File: src/rtl/pooling_layer_sequencer_pkg.sv
// rtl/pooling_layer_sequencer_pkg.sv - shared definitions for the pooling layer sequencer
// Contents: sequencer state encoding (ST_IDLE, ST_STREAM, ST_DRAIN, ST_DONE)
//           and the PERIOD clock-period macro used by the benches.
`ifndef PERIOD
`define PERIOD 10
`endif

package definitions;
  typedef enum logic [1:0] {
    ST_IDLE   = 2'd0,
    ST_STREAM = 2'd1,
    ST_DRAIN  = 2'd2,
    ST_DONE   = 2'd3
  } seq_state_t;
endpackage

File: src/rtl/pooling_layer_sequencer_skid_buffer.sv
// rtl/pooling_layer_sequencer_skid_buffer.sv - 2-entry skid buffer for pooled pixels
// Ports: clk, rst_n (async active-low), enq/enq_data (write side),
//        deq (read side, ignored when empty), free_count (free entries after
//        this cycle's dequeue), out_valid/out_data (registered head entry).
module pool_skid_buffer #(
  parameter int WIDTH = 24
) (
  input  logic             clk,
  input  logic             rst_n,
  input  logic             enq,
  input  logic [WIDTH-1:0] enq_data,
  input  logic             deq,
  output logic [1:0]       free_count,
  output logic             out_valid,
  output logic [WIDTH-1:0] out_data
);
  logic             v1;
  logic [WIDTH-1:0] mem1;
  logic             deq_ok;

  assign deq_ok     = deq && out_valid;
  // Counting the dequeue as space lets a full buffer accept while draining.
  assign free_count = 2'd2 - {1'b0, out_valid} - {1'b0, v1} + {1'b0, deq_ok};

  always_ff @(posedge clk or negedge rst_n) begin
    if (!rst_n) begin
      out_valid <= 1'b0;
      v1        <= 1'b0;
      out_data  <= '0;
      mem1      <= '0;
    end else if (deq_ok) begin
      if (v1) begin
        out_data <= mem1;
        if (enq) mem1 <= enq_data;
        else     v1   <= 1'b0;
      end else if (enq) begin
        out_data <= enq_data;
      end else begin
        out_valid <= 1'b0;
      end
    end else if (enq) begin
      // Head is only written when empty, so it holds steady under backpressure.
      if (!out_valid) begin
        out_data  <= enq_data;
        out_valid <= 1'b1;
      end else if (!v1) begin
        mem1 <= enq_data;
        v1   <= 1'b1;
      end
    end
  end
endmodule

File: src/rtl/pooling_layer_sequencer.sv
// rtl/pooling_layer_sequencer.sv - frame-level controller for pooling_layer
// Ports: clk, rst_n (async active-low), start pulse; src_data/src_valid/src_ready
//        upstream pixels; pool_clk_en/pool_data drive the pooling layer and
//        pool_out_data/pool_valid return its results; dst_data/dst_valid/dst_ready
//        downstream via a skid buffer; busy, frame_done pulse, sticky count_error.
// Option: define POOL_SEQ_PERF_EN to add the 32-bit stall_cycles counter output.
module pooling_layer_sequencer
  import definitions::*;
#(
  parameter int D_WIDTH       = 8,
  parameter int CHANNELS      = 3,
  parameter int IMAGE_WIDTH   = 64,
  parameter int IMAGE_HEIGHT  = 32,
  parameter int STRIDE        = 2,
  parameter int FLUSH_CYCLES  = 4,
  parameter int DRAIN_TIMEOUT = 64
) (
  input  logic                        clk,
  input  logic                        rst_n,
  input  logic                        start,
  input  logic [D_WIDTH*CHANNELS-1:0] src_data,
  input  logic                        src_valid,
  output logic                        src_ready,
  output logic                        pool_clk_en,
  output logic [D_WIDTH*CHANNELS-1:0] pool_data,
  input  logic [D_WIDTH*CHANNELS-1:0] pool_out_data,
  input  logic                        pool_valid,
  output logic [D_WIDTH*CHANNELS-1:0] dst_data,
  output logic                        dst_valid,
  input  logic                        dst_ready,
  output logic                        busy,
  output logic                        frame_done,
  output logic                        count_error
`ifdef POOL_SEQ_PERF_EN
  ,
  output logic [31:0]                 stall_cycles
`endif
);
  localparam int PW       = D_WIDTH * CHANNELS;
  localparam int TOTAL_IN = IMAGE_WIDTH * IMAGE_HEIGHT;
  localparam int EXP_OUT  = TOTAL_IN / (STRIDE * STRIDE);
  localparam int IN_W     = $clog2(TOTAL_IN + 1);
  localparam int OUT_W    = $clog2(EXP_OUT + 1);
  localparam int FL_W     = $clog2(FLUSH_CYCLES + 1);
  localparam int TO_W     = $clog2(DRAIN_TIMEOUT + 1);

  seq_state_t       state;
  logic [IN_W-1:0]  in_cnt;
  logic [OUT_W-1:0] out_cnt;
  logic [FL_W-1:0]  flush_cnt;
  logic [TO_W-1:0]  drain_cnt;
  logic [1:0]       skid_free;
  logic             space, enq, pv_err;

  assign space  = (skid_free != 2'd0);
  assign enq    = pool_valid && space;
  // A result beyond the expected count, or one with nowhere to go, is an error.
  assign pv_err = pool_valid && (!space || (out_cnt == OUT_W'(EXP_OUT)));

  always_comb begin
    src_ready   = 1'b0;
    pool_clk_en = 1'b0;
    pool_data   = '0;
    case (state)
      ST_STREAM: begin
        pool_clk_en = src_valid && space;
        src_ready   = pool_clk_en;
        pool_data   = src_data;
      end
      ST_DRAIN: pool_clk_en = space && (flush_cnt != FL_W'(FLUSH_CYCLES));
      default: ;
    endcase
  end

  pool_skid_buffer #(.WIDTH(PW)) u_skid (
    .clk       (clk),
    .rst_n     (rst_n),
    .enq       (enq),
    .enq_data  (pool_out_data),
    .deq       (dst_ready),
    .free_count(skid_free),
    .out_valid (dst_valid),
    .out_data  (dst_data)
  );

  always_ff @(posedge clk or negedge rst_n) begin
    if (!rst_n) begin
      state       <= ST_IDLE;
      in_cnt      <= '0;
      out_cnt     <= '0;
      flush_cnt   <= '0;
      drain_cnt   <= '0;
      busy        <= 1'b0;
      frame_done  <= 1'b0;
      count_error <= 1'b0;
    end else begin
      frame_done <= 1'b0;
      if (enq && out_cnt != OUT_W'(EXP_OUT)) out_cnt <= out_cnt + 1'b1;
      if (pv_err) count_error <= 1'b1;
      case (state)
        ST_IDLE: begin
          // Clears placed after the pool_valid updates so they take priority.
          if (start) begin
            state       <= ST_STREAM;
            busy        <= 1'b1;
            in_cnt      <= '0;
            out_cnt     <= '0;
            count_error <= 1'b0;
          end
        end
        ST_STREAM: begin
          if (src_valid && src_ready) begin
            if (in_cnt != IN_W'(TOTAL_IN)) in_cnt <= in_cnt + 1'b1;
            if (in_cnt == IN_W'(TOTAL_IN - 1)) begin
              state     <= ST_DRAIN;
              flush_cnt <= '0;
              drain_cnt <= '0;
            end
          end
        end
        ST_DRAIN: begin
          if (pool_clk_en) flush_cnt <= flush_cnt + 1'b1;
          if (drain_cnt != TO_W'(DRAIN_TIMEOUT)) drain_cnt <= drain_cnt + 1'b1;
          if (out_cnt == OUT_W'(EXP_OUT) && !dst_valid) begin
            state      <= ST_DONE;
            frame_done <= !(count_error || pv_err);
          end else if (drain_cnt == TO_W'(DRAIN_TIMEOUT - 1)) begin
            state       <= ST_DONE;
            count_error <= 1'b1;
          end
        end
        ST_DONE: begin
          state <= ST_IDLE;
          busy  <= 1'b0;
        end
        default: state <= ST_IDLE;
      endcase
    end
  end

`ifdef POOL_SEQ_PERF_EN
  always_ff @(posedge clk or negedge rst_n) begin
    if (!rst_n)
      stall_cycles <= '0;
    else if (state == ST_IDLE && start)
      stall_cycles <= '0;
    else if (state == ST_STREAM && src_valid && !pool_clk_en)
      stall_cycles <= stall_cycles + 32'd1;
  end
`endif
endmodule

File: config.mk
export PLATFORM = sky130hd
export DESIGN_NAME = pooling_layer_sequencer
export DESIGN_NICKNAME = d
export VERILOG_FILES = /design/src/rtl/pooling_layer_sequencer_pkg.sv /design/src/rtl/pooling_layer_sequencer_skid_buffer.sv /design/src/rtl/pooling_layer_sequencer.sv
export SDC_FILE = /design/constraint.sdc
export NUM_CORES = 1
export LEC_CHECK = 0
export BUFFER_PORTS_ARGS = -buffer_cell sky130_fd_sc_hd__buf_2
export CAP_MARGIN = 20
export CORE_UTILIZATION = 50
export CTS_CLUSTER_SIZE = 24
export DETAILED_ROUTE_END_ITERATION = 8
export GPL_ROUTABILITY_DRIVEN = 0
export PLACE_DENSITY = 0.75
export SYNTH_ARGS = -nofsm -noshare
export SYNTH_HDL_FRONTEND = slang
export SYNTH_SLANG_ARGS = --single-unit
File: constraint.sdc
create_clock -name clk -period 3.2 [get_ports clk]
set_input_delay 0.32 -clock clk [delete_from_list [all_inputs] [get_ports clk]]
set_output_delay 0.32 -clock clk [all_outputs]
set_load 0.05 [all_outputs]
==> results of run 1 <==
[kinds of logic after synthesis]
kind of cell,after synthesis,share of synthesized area
AOI/OAI and AO/OA,70,0.0980
buffers and inverters,36,0.0331
xor gates and xnor gates,12,0.0236
muxes,52,0.124
adders and majority gates,13,0.0382
DFF,87,0.489
and+or+nand+nor,168,0.194
[registers in the layout, indices dropped and copies added (netlist names)]
name and cells:
count_error 1, u_skid.out_valid 1, busy 1, flush_cnt 3
u_skid.v1 1, u_skid.mem1 24, out_cnt 10, u_skid.out_data 24
state 2, frame_done 1, in_cnt 12, drain_cnt 7
[layer usage]
layer | vias up | track usage
li1 | 1754 | -
met1 | 1672 | 0.262
met2 | 75 | 0.342
met3 | 18 | 0.0376
met4 | 0 | 0.0993
met5 | - | 0
[worst max path at each step]
stage                                       startpoint                    end  slack, ns
after floorplan           u_skid.out_valid$_DFFE_PN0P_            pool_clk_en       0.59
after global placement    u_skid.out_valid$_DFFE_PN0P_  in_cnt[3]$_DFFE_PN0P_       0.63
after detailed placement  u_skid.out_valid$_DFFE_PN0P_  in_cnt[4]$_DFFE_PN0P_       0.52
after CTS                 u_skid.out_valid$_DFFE_PN0P_  in_cnt[4]$_DFFE_PN0P_       0.49
after global routing      u_skid.out_valid$_DFFE_PN0P_  in_cnt[3]$_DFFE_PN0P_       0.29
final                     u_skid.out_valid$_DFFE_PN0P_  in_cnt[3]$_DFFE_PN0P_       0.47
[final cells by class]
type | count | area (um2) | area share
clock buffers | 9 | 124 | 0.0233
clock inverters | 7 | 63.8 | 0.0120
inverters | 17 | 63.8 | 0.0120
multi-input cells | 315 | 2150 | 0.404
flip-flops and latches | 87 | 2180 | 0.410
well taps | 108 | 135 | 0.0254
repair buffers | 115 | 601 | 0.113
[cells in the final DEF, fill, tap and decap left out, types with 4 or more instances in the layout]
cell        n
mux2_1     21
nor2_1     52
o21ai_0     8
buf_4       8
clkbuf_8    9
o21ai_1     7
dfrtp_1    87
and2_1     25
a21oi_1    32
mux2_2      4
nand4b_1    4
nand2_1    34
ha_1       12
o211ai_1    4
buf_2     106
xor2_1     11
nand3_1    17
mux2i_1    27
inv_1      16
nand4_1    10
[worst max-delay path: cells and delay by family, from the launching register on]
family	cells	cell delay, ns
flops	1	0.46
simple gates	4	0.98
buf+inv	1	0.17
compound gates	2	0.47
fa+ha+maj	1	0.59
[synthesized netlist by cell type (10+ instances only)]
library cell,instances,share of area
clkbuf_1,10,0.0084
nand4_1,10,0.014
mux2_1,21,0.053
and2_1,25,0.035
nand3_1,17,0.019
nand2_1,34,0.029
nor2_1,52,0.044
dfrtp_1,87,0.49
a21oi_1,33,0.037
xor2_1,11,0.022
ha_1,12,0.034
mux2i_1,27,0.061
inv_1,16,0.013
[report_power, final]
group / total [mW] / internal (mW) / switching (mW) / leakage, nW
Sequential: 1.90 / 1.57 / 0.337 / 1.06
Combinational: 2.97 / 0.931 / 2.04 / 1.42
Clock: 0.735 / 0.299 / 0.436 / 0.0903
[per-stage QoR]
step / area (um2) / hold slack (ns) / cells / power (mW)
5_1_grt: 5310 / 0.171 / 658 / 6.01
6_report: 5310 / 0.172 / 658 / 5.61
3_3_place_gp: 5110 / 0.348 / 641 / 4.79
3_5_place_dp: 5110 / 0.353 / 641 / 4.91
4_1_cts: 5310 / 0.165 / 658 / 5.66
2_1_floorplan: 4450 / 0.0244 / 438 / 4.19
[what timing repair did]
| item | 4_1_cts | 5_1_grt |
|---|---|---|
| setup buffers | 0 | 0 |
| hold endpoints to repair | 42 | 0 |
| gates resized for setup | 0 | 0 |
| hold buffers | 1 | 0 |
==> impl_metrics.ini, run 1 <==
[synthesis]
synth_top_flop_cell = dfrtp_1
seq_area_frac_synth = 0.489
ys_seq_elements = 87
ys_types = 52
yosysWarnings = 0
synth_edf_count = 0
synth_area_mm2 = 0.00445
synth_cells = 438
synth_area_per_cell_um2 = 10.2
syn-num-nets = 505
synthArstFlopShare = 1.00

[drt]
num_vias = 3519
drc = 0
wl_per_cell_um = 14.3
top_layer_used = met4
wl_met2_mm = 4.66
viasPerCell = 5.35
dr.pass1.iters = 6
routed_wl_mm = 9.39
initialDrtViolationCount = 99
postRouteAntennaNets = 0
wl_met1_mm = 4.17
wl_met3_um = 335

[sta]
setup_viol = 0
fmax_ghz = 0.366
worst_slew_pin_slew_ns = 0.602
setup_tns_ns = 0
drv_slew = 0
relSlewSlack = 0.599
finalHoldViolCount = 0
setup_slack_ns = 0.466
rsz0062_at_grt = no
clock_skew_ns = 0.00997
finalCritPeriodShare = 0.854
final.min_clock_period_ns = 2.73

[worst_setup_path]
cp.arrival_ns = 3.04
endpoint_kind = register
timing.rr.start = u_skid.out_valid$_DFFE_PN0P_
critPathLaunchType = register
timing.critical_path.cells = inv_2 > nor2_1 > fa_1 > o211ai_1 > o21ai_1 > nand2_2 > or4b_1 > nand3_1
worstReg2RegEnd = in_cnt[3]$_DFFE_PN0P_
max_stage_delay_ns = 0.59
critPathSlowestCell = fa_1
critical_path_required_ns = 3.51
rr_worst_depth = 8
r2r_slack_ns = 0.47
critPathMaxFanout = 13
worstSetupPathType = register to register

[global_route]
grt_pass1_wl_mm = 14.7
grt_pass1_vias = 3203
antenna_found_initial = 0
grt_max_degree = 49
overflow = 0
track_usage = 0.207

[clocking]
cts_root_buffer = clkbuf_8
htreeDepth = 3
clkSlewWorstSetupHoldPaths_ns = 0.10
tritoncts = done
clock_path_buffers = 2
clkSinkCount = 87
cts_buffers = 9
worst_skew_pair.late_latency_ns = 0.37

[min_path]
min_path_cells = 2
holdPathEnd = u_skid.mem1[13]$_DFFE_PN0P_
hp-class = input pin to register
worstHoldStart = pool_out_data[13]

[final_layout]
layout-drive-gt1-share = 0.260
final_nets = 612
diodes = 0
utilization = 0.612
fillers = 703
area_growth_pct = 19.2

[floorplanning]
rows = 34
core_area_mm2 = 0.00868
die-area_mm2 = 0.00929
die_h_um = 96.4
die_x_um = 96.4
initial_core_util = 0.513
ioPinCount = 108

[place]
portBuffers = 107
post-dp-hpwl_mm = 6.83
dp_slack_ns = 0.520

[status]
outcome = completed

[pwr]
max-vdd-ir-drop_mv = 0.450
power_density_mw_per_mm2 = 1060
leakage_nw = 2.56

[flow_run]
cap_violations = 0
(Power assumes the default switching activity.)
==> run 2: changes to the inputs <==
TNS_END_PERCENT = 10   (was unset)
clock period = 2.7 ns   (was 3.2 ns; I/O delays follow)
==> impl_metrics.ini, run 2 (synthesized netlist as in run 1, its figures left out) <==
[pwr]
power_mw = 6.80
max-vdd-ir-drop_mv = 0.457
power_density_mw_per_mm2 = 1260
leakage_nw = 2.59

[sta]
final.min_clock_period_ns = 2.57
rsz0062_at_grt = no
setup_slack_ns = 0.129
setup_tns_ns = 0
finalCritPeriodShare = 0.952
finalHoldViolCount = 0
worst_slew_pin_slew_ns = 0.607
fmax_ghz = 0.389
setup_viol = 0
drv_slew = 0
relSlewSlack = 0.595
clock_skew_ns = 0.0102

[place]
portBuffers = 107
dp_slack_ns = 0.215
postPlaceCellArea_mm2 = 0.00517
post-dp-hpwl_mm = 6.81

[drt]
routed_wl_mm = 9.38
num_vias = 3572
initialDrtViolationCount = 105
drc = 0
viasPerCell = 5.41
dr.pass1.iters = 6
wl_per_cell_um = 14.2
postRouteAntennaNets = 0

[final_layout]
mostFrequentLayoutCells = 106 x buf_2, 86 x dfrtp_1, 52 x nor2_1
layout-drive-gt1-share = 0.266
reg.largest.list = u_skid.mem1: 24 flops, u_skid.out_data: 24 flops, in_cnt: 12 flops
final_nets = 614
diodes = 0
final_common_cell = buf_2
area_growth_pct = 20.9
final_cell_area_mm2 = 0.00539
utilization = 0.621

[floorplanning]
die_h_um = 96.4
rows = 34
core_area_mm2 = 0.00868
ioPinCount = 108
die-area_mm2 = 0.00929
die_x_um = 96.4
initial_core_util = 0.513

[worst_setup_path]
endpoint_kind = output pin
critical_path_required_ns = 2.43
critPathLaunchType = register
critPathMaxFanout = 6
worstSetupPathType = register to output pin
cp.arrival_ns = 2.30

[clocking]
cts_buffers = 9
cts_post_setup_buffers_inserted = 0
clock_path_buffers = 2
tritoncts = done
htreeDepth = 3
cts_root_buffer = clkbuf_8
clkSlewWorstSetupHoldPaths_ns = 0.10
clkSinkCount = 87
worst_skew_pair.late_latency_ns = 0.35

[global_route]
track_usage = 0.200
antenna_found_initial = 0
overflow = 0
grt_pass1_vias = 3208
grt_pass1_wl_mm = 14.4
grt_max_degree = 49

[status]
outcome = completed

[flow_run]
cap_violations = 0

[min_path]
hp-class = input pin to register
-- run 2: cell types whose count changed in the layout (fill, tap and decap cells not counted), sizes merged --
cell    delta
inv        -1
buf        +2
bufinv     +1
-- run 2: layer usage --
layer	up-vias	global-route usage	share of wire
li1	1761	-	-
met3	11	0.0344	0.034
met5	-	0	0
met4	0	0.0723	0.015
met1	1730	0.251	0.45
met2	70	0.348	0.50
-- run 2: layout make-up --
| type | count | area (um2) |
|---|---|---|
| fill | 732 | 3290 |
| sequential | 87 | 2180 |
| multi-input combinational | 315 | 2150 |
| timing repair buffer | 117 | 653 |
| tap | 108 | 135 |
| clock buffer | 9 | 124 |
| clock inverter | 7 | 78.8 |
| inverter | 17 | 63.8 |
-- run 2: metrics by stage --
| step | hold WS, ns | cells |
|---|---|---|
| after floorplan | -0.0256 | 438 |
| after global placement | 0.274 | 643 |
| after detailed placement | 0.288 | 643 |
| after CTS | 0.134 | 660 |
| after global routing | 0.129 | 660 |
| final | 0.145 | 660 |
-- run 2: path summary, 6_finish.rpt --
path,start,endpoint,slack [ns],cells after the start
max,u_skid.out_valid$_DFFE_PN0P_,src_ready,0.13,6
min,pool_out_data[11],u_skid.mem1[11]$_DFFE_PN0P_,0.15,2
max reg2reg,u_skid.out_valid$_DFFE_PN0P_,drain_cnt[5]$_DFFE_PN0P_,0.22,9
min reg2reg,count_error$_DFF_PN0_,frame_done$_DFF_PN0_,0.47,1
max in group asynchronous,rst_n,drain_cnt[0]$_DFFE_PN0P_,1.61,3
min in group asynchronous,rst_n,u_skid.out_data[13]$_DFFE_PN0P_,0.45,2
-- run 2: what timing repair did --
item / CTS / global route
gates resized for setup: 0 / 2
hold endpoints to repair: 39 / 0
hold buffers: 1 / 0
endpoints found under the setup margin: 0 / 2
-- run 2: critical path, cell delays in order, from the launching register on --
cell	delay, ns
dfrtp_2	0.43
inv_2	0.10
nor2_1	0.20
fa_1	0.52
o211ai_1	0.34
inv_1	0.13
buf_2	0.23
-- run 2: power breakdown --
part / switching [mW] / internal (mW)
clock: 0.490 / 0.439
sequential: 0.400 / 1.86
combinational: 2.44 / 1.18
total: 3.33 / 3.48
